## src/rtl/comparator_pkg.sv

```systemverilog
// Shared definitions for the comparator BIST engine.
package comparator_pkg;

    typedef enum logic [1:0] {
        ST_IDLE   = 2'd0,
        ST_SETTLE = 2'd1,
        ST_CHECK  = 2'd2,
        ST_DONE   = 2'd3
    } state_t;

    localparam int unsigned ERR_W = 8;

endpackage

```

## src/rtl/comparator_bist_if.sv

```systemverilog
// Operand/result bus between the BIST engine and the comparator under test.
interface comparator_bist_if #(
    parameter int unsigned WIDTH = 1
);
    logic [WIDTH-1:0] a;
    logic [WIDTH-1:0] b;
    logic             less;
    logic             great;
    logic             eq;

    modport master (output a, output b, input less, input great, input eq);
    modport slave  (input a, input b, output less, output great, output eq);
endinterface

```

## src/rtl/comparator_ref.sv

```systemverilog
// Golden unsigned magnitude comparator.
module comparator_ref #(
    parameter int unsigned WIDTH = 1
) (
    input  logic [WIDTH-1:0] a,
    input  logic [WIDTH-1:0] b,
    output logic             exp_less,
    output logic             exp_great,
    output logic             exp_eq
);

    // Reference relations of the two operands.
    always_comb begin
        exp_less  = (a < b);
        exp_great = (a > b);
        exp_eq    = (a == b);
    end

endmodule

```

## src/rtl/comparator_bist.sv

```systemverilog
// Exhaustive self-test engine for a magnitude comparator.
module comparator_bist
    import comparator_pkg::*;
#(
    parameter int unsigned WIDTH  = 1,
    parameter int unsigned SETTLE = 2
) (
    input  logic              clk,
    input  logic              rst,
    input  logic              start,
    comparator_bist_if.master cmp,
    output logic              busy,
    output logic              done,
    output logic              pass,
    output logic [ERR_W-1:0]  err_count,
    output logic              fail_valid,
    output logic [WIDTH-1:0]  fail_a,
    output logic [WIDTH-1:0]  fail_b
);

    localparam int unsigned IDX_W = 2 * WIDTH;
    localparam int unsigned CNT_W = (SETTLE > 1) ? $clog2(SETTLE) : 1;
    localparam logic [CNT_W-1:0] CNT_LOAD = CNT_W'(SETTLE - 1);

    state_t           state;
    state_t           state_next;
    logic [IDX_W-1:0] idx;
    logic [CNT_W-1:0] cnt;
    logic             exp_less;
    logic             exp_great;
    logic             exp_eq;
    logic             mismatch;

    // Operands come straight from the index register, so they are registered
    // and hold the last vector in DONE.
    assign cmp.a = idx[IDX_W-1:WIDTH];
    assign cmp.b = idx[WIDTH-1:0];

    comparator_ref #(.WIDTH(WIDTH)) u_ref (
        .a         (cmp.a),
        .b         (cmp.b),
        .exp_less  (exp_less),
        .exp_great (exp_great),
        .exp_eq    (exp_eq)
    );

    // Any differing flag, including all-zero or multi-hot, is a mismatch.
    always_comb begin
        mismatch = (cmp.less != exp_less) | (cmp.great != exp_great) | (cmp.eq != exp_eq);
    end

    // State register.
    always_ff @(posedge clk or posedge rst) begin
        if (rst) state <= ST_IDLE;
        else     state <= state_next;
    end

    // Next-state decode; start is honoured only when not running.
    always_comb begin
        state_next = state;
        unique case (state)
            ST_IDLE, ST_DONE: if (start) state_next = ST_SETTLE;
            ST_SETTLE:        if (cnt == '0) state_next = ST_CHECK;
            ST_CHECK:         state_next = (idx == '1) ? ST_DONE : ST_SETTLE;
            default:          state_next = ST_IDLE;
        endcase
    end

    // Status outputs decoded from the state and error counter.
    always_comb begin
        busy = (state == ST_SETTLE) || (state == ST_CHECK);
        done = (state == ST_DONE);
        pass = (state == ST_DONE) && (err_count == '0);
    end

    // Index, settle counter, saturating error counter and first-fail capture.
    always_ff @(posedge clk or posedge rst) begin
        if (rst) begin
            idx        <= '0;
            cnt        <= '0;
            err_count  <= '0;
            fail_valid <= 1'b0;
            fail_a     <= '0;
            fail_b     <= '0;
        end else begin
            unique case (state)
                ST_IDLE, ST_DONE: begin
                    if (start) begin
                        idx        <= '0;
                        cnt        <= CNT_LOAD;
                        err_count  <= '0;
                        fail_valid <= 1'b0;
                        fail_a     <= '0;
                        fail_b     <= '0;
                    end
                end
                ST_SETTLE: begin
                    if (cnt != '0) cnt <= cnt - CNT_W'(1);
                end
                ST_CHECK: begin
                    if (mismatch) begin
                        if (err_count != '1) err_count <= err_count + ERR_W'(1);
                        if (!fail_valid) begin
                            fail_valid <= 1'b1;
                            fail_a     <= cmp.a;
                            fail_b     <= cmp.b;
                        end
                    end
                    if (idx != '1) begin
                        idx <= idx + IDX_W'(1);
                        cnt <= CNT_LOAD;
                    end
                end
                default: ;
            endcase
        end
    end

endmodule

```

## src/flat_wrapper.sv

```systemverilog
// flat-port wrapper written by rule: the top's interface ports become plain ports
module comparator_bist_flat import comparator_pkg::*;
#(
    parameter int unsigned WIDTH  = 1,
    parameter int unsigned SETTLE = 2
)
  (clk, rst, start, busy, done, pass, err_count, fail_valid, fail_a, fail_b, cmp_a, cmp_b, cmp_less, cmp_great, cmp_eq);
  comparator_bist_if #(.WIDTH(WIDTH)) cmp_i ();
  input  logic clk;
  input  logic rst;
  input  logic start;
  output logic busy;
  output logic done;
  output logic pass;
  output logic [ERR_W-1:0] err_count;
  output logic fail_valid;
  output logic [WIDTH-1:0] fail_a;
  output logic [WIDTH-1:0] fail_b;
  output wire logic [$bits(cmp_i.a)-1:0] cmp_a;
  output wire logic [$bits(cmp_i.b)-1:0] cmp_b;
  input wire logic [$bits(cmp_i.less)-1:0] cmp_less;
  input wire logic [$bits(cmp_i.great)-1:0] cmp_great;
  input wire logic [$bits(cmp_i.eq)-1:0] cmp_eq;
  assign cmp_a = cmp_i.a;
  assign cmp_b = cmp_i.b;
  assign cmp_i.less = cmp_less;
  assign cmp_i.great = cmp_great;
  assign cmp_i.eq = cmp_eq;
  comparator_bist #(.WIDTH(WIDTH), .SETTLE(SETTLE)) u_core (.clk(clk), .rst(rst), .start(start), .cmp(cmp_i), .busy(busy), .done(done), .pass(pass), .err_count(err_count), .fail_valid(fail_valid), .fail_a(fail_a), .fail_b(fail_b));
endmodule
```

## config.mk

```make
export PLATFORM = sky130hd
export DESIGN_NAME = comparator_bist_flat
export DESIGN_NICKNAME = d
export VERILOG_FILES = /design/src/rtl/comparator_pkg.sv /design/src/rtl/comparator_bist_if.sv /design/src/rtl/comparator_ref.sv /design/src/rtl/comparator_bist.sv /design/src/flat_wrapper.sv
export SDC_FILE = /design/constraint.sdc
export NUM_CORES = 1
export LEC_CHECK = 0
export ABC_AREA = 1
export CAP_MARGIN = 20
export CORE_MARGIN = 5
export CORE_UTILIZATION = 50
export CTS_CLUSTER_SIZE = 25
export DETAILED_ROUTE_END_ITERATION = 16
export GPL_ROUTABILITY_DRIVEN = 0
export HOLD_SLACK_MARGIN = 0.06
export PLACE_DENSITY = 0.78
export SYNTH_ARGS = -nofsm -noshare
export SYNTH_HDL_FRONTEND = slang
export SYNTH_SLANG_ARGS = --single-unit
```

## constraint.sdc

```tcl
create_clock -name clk -period 2.3 [get_ports clk]
set_clock_uncertainty 0.1 [all_clocks]
set_input_delay 0.46 -clock clk [delete_from_list [all_inputs] [get_ports clk]]
set_output_delay 0.46 -clock clk [all_outputs]
set_load 0.01 [all_outputs]
```

==> impl_metrics.py <==
metrics = {
    "synthesis": {
        "synthMuxAreaShare_pct": 0.949,
        "synth_top_cell_by_area": "dfrtp_1",
        "syn_avg_cell_area_um2": 7.64,
        "yosysTopAreaCellShare_pct": 38.0,
        "yosysMostFrequentCell": "nand2_1",
        "yosysWarnings": 0,
        "syn-cell-area_um2": 1050,
        "synth_top_family_by_area": "simple AND/OR/NAND/NOR gates",
        "async_flop_share_pct": 100,
        "synthAdderAreaFrac_pct": 10.7,
        "synth_common_cells": "nand2_1 (39), inv_1 (20), dfrtp_1 (16), ha_1 (9)",
        "syn_inst": 138,
        "synth-xor-area-share_pct": 0.830,
        "synth_area_leaders": "dfrtp_1 (38%), nand2_1 (14%), ha_1 (11%)",
        "synth_edf_count": 0,
        "synth_seq_cells": 16,
        "synth-main-ff-cell": "dfrtp_1",
        "synth_seq_area_share_pct": 38.0,
        "synth_nets": 153,
        "yosys.area_share.simple_pct": 28.8,
        "synth_cell_types": 27,
        "synth_compound_area_share_pct": 10.4,
    },
    "final_layout": {
        "layout-drive-gt1-share_pct": 12.9,
        "nets": 179,
        "diodes": 0,
        "final_util_pct": 67.2,
        "syn_to_final_growth_pct": 26.3,
    },
    "floorplanning": {
        "io_pins": 22,
        "dieArea_um2": 3130,
        "num_rows": 16,
        "start_util_pct": 53.2,
        "coreArea_um2": 1980,
        "die_x_um": 55.9,
        "die_h_um": 55.9,
    },
    "global_routing": {
        "grt_max_degree": 17,
        "grt_pass1_wl_um": 3850,
        "overflow": 0,
        "grt_usage_pct": 15.6,
        "antenna_found_initial": 0,
        "grt_pass1_vias": 862,
    },
    "placement": {
        "port_buffers": 21,
        "dp_slack_ns": 0.230,
        "dp_hpwl_um": 1700,
    },
    "setup_path": {
        "critPathLaunchType": "flip-flop",
        "cp_cell_sequence": "or2_2 -> nor4_1 -> dlygate4sd2_1",
        "worst_r2r_path_depth": 8,
        "r2r-start": "u_core.idx[0]$_DFFE_PP0P_",
        "cpMaxStageDelayCell": "dfrtp_1",
        "crit_buf_inv": 1,
        "path_class": "reg2out",
        "critical-path-top-delay-family": "simple AND/OR/NAND/NOR gates",
        "critPathMaxFanout": 5,
        "worst_ep_required_time_ns": 1.74,
        "r2r_end": "u_core.err_count[3]$_DFFE_PP0P_",
        "worstPathArrival_ns": 1.55,
        "endpoint_kind": "output pin",
        "r2r_slack_ns": 0.38,
        "cpPeakStageDelay_ns": 0.44,
    },
    "min_path": {
        "min_path_cells": 2,
        "min_path_type": "reg2reg",
        "holdCritStartpoint": "u_core.fail_a$_DFFE_PP0P_",
        "hold_path_end": "u_core.fail_a$_DFFE_PP0P_",
    },
    "pwr": {
        "p_seq_share_pct": 31.4,
        "pwr-share-clk_pct": 16.2,
        "p_leak_uw": 0.000641,
        "internal-power_uw": 677,
        "power_switching_share_pct": 44.4,
        "comb_power_share_pct": 52.4,
        "power.switching_uw": 541,
        "power_density_nw_per_um2": 914,
        "vdd_ir_drop_max_mv": 0.627,
    },
    "clock_network": {
        "cts_root_buf": "clkbuf_4",
        "clockBufferDepth": 2,
        "htree_levels": 1,
        "ctsHoldBuffers": 0,
        "clock_latency_ns": 0.30,
        "cts_tree": "built",
        "clk_transition_reported_paths_ns": 0.11,
        "cts_buffers": 3,
        "clock-sinks": 16,
    },
    "drt": {
        "dr.pass1.iters": 4,
        "final_antenna_net_count": 0,
        "wire_per_inst_um": 11.8,
        "vias": 955,
        "drcViolationCount": 0,
        "initialDrtViolationCount": 25,
        "via_per_inst": 5.03,
        "wl_um": 2240,
    },
    "sta": {
        "finalHoldViolations": 0,
        "holdWs_ns": 0.406,
        "grt_setup_unrepaired": "no",
        "slew_headroom_pct": 57.0,
        "drv_slew": 0,
        "worst_pin_slew_ns": 0.644,
        "fin_crit_sh_pct": 91.9,
        "layout_setup_ws_ns": 0.186,
        "setup_viol": 0,
        "min_period_ns": 2.11,
        "fmax_mhz": 473,
        "setup_tns_ns": 0,
    },
    "flow_run": {
        "drv_cap": 0,
    },
    "status": {
        "outcome": "completed",
    },
}
[how the worst max path moves through the flow]
stage / startpoint / to / slack, ns / depth (start not counted)
after floorplan: u_core.err_count[3]$_DFFE_PP0P_ / pass / 0.57 / 2
after global placement: u_core.err_count[4]$_DFFE_PP0P_ / pass / 0.25 / 3
after detailed placement: u_core.err_count[4]$_DFFE_PP0P_ / pass / 0.23 / 3
after CTS: u_core.state[1]$_DFFE_PP0P_ / busy / 0.05 / 3
after global routing: u_core.err_count[0]$_DFFE_PP0P_ / pass / 0.02 / 5
final: u_core.err_count[4]$_DFFE_PP0P_ / pass / 0.19 / 3
[sequential cells by signal (all words and copies together) (netlist names)]
signal,cells
u_core.err_count,8
u_core.idx,2
u_core.state,2
u_core.cnt,1
u_core.fail_a,1
u_core.fail_b,1
u_core.fail_valid,1
[metrics by stage]
stage                     power [uW]  instances  instance area (um^2)
after detailed placement        1020        185                  1290
after floorplan                  846        138                  1050
after global placement           992        185                  1290
after CTS                       1220        190                  1330
final                           1220        190                  1330
after global routing            1330        190                  1330
[worst reg2reg max path: stages (launching register included)]
cell and delay, ns:
dfrtp_1 0.45, inv_1 0.09, ha_1 0.34, nor2_1 0.12, nor2_1 0.05, nand2_1 0.12
nand3_2 0.31, nand2_1 0.16, o21ai_1 0.07
[power by group through the flow]
stage	registers [uW]	clock network, uW	logic (uW)
finish	383	197	638
global route	392	219	721
CTS	380	199	647
detailed placement	392	0	626
global placement	384	0	607
floorplan	393	0	452
[timing repair]
action,CTS,global route
resized for setup,1,1
setup endpoints to repair,2,1
pin swaps,0,0
setup buffers,1,0
[layout by cell type (no fill, tap or decap), types with 3 or more instances in the layout]
cell / Yosys / routed
nand2_2: 4 / 4
nand2_1: 39 / 39
nand3_1: 8 / 8
dfrtp_1: 16 / 16
o21ai_1: 8 / 8
o21ai_0: 5 / 5
inv_1: 20 / 20
clkbuf_4: 0 / 3
clkdlybuf4s50_1: 0 / 19
ha_1: 9 / 9
nor2_1: 7 / 7
buf_4: 1 / 3
[routing by layer]
layer / GRT usage (%) / share of wire, % / wire, um / up-vias
met5: 0 / 0 / 0 / -
met3: 5.34 / 5.6 / 125 / 4
met4: 6.78 / 1.6 / 36 / 0
met2: 25.5 / 47 / 1060 / 25
met1: 18.6 / 45 / 1020 / 440
li1: - / - / - / 486
[cell type report]
type / instances / area (um^2)
fill: 164 / 649
inverter: 22 / 82.6
multi-input combinational: 97 / 546
clock buffer: 4 / 36.3
tap: 27 / 33.8
timing repair buffer: 24 / 234
sequential: 16 / 400
[logic make-up (layout without fill, tap and decap cells)]
kind of cell | count (synthesis) | in the layout
buf+inv | 25 | 50
fa+ha+maj | 9 | 9
mux | 1 | 1
simple gates | 67 | 67
xor+xnor | 1 | 1
compound gates | 19 | 19
flops | 16 | 16
No activity file was read; power rests on OpenSTA's default activity.
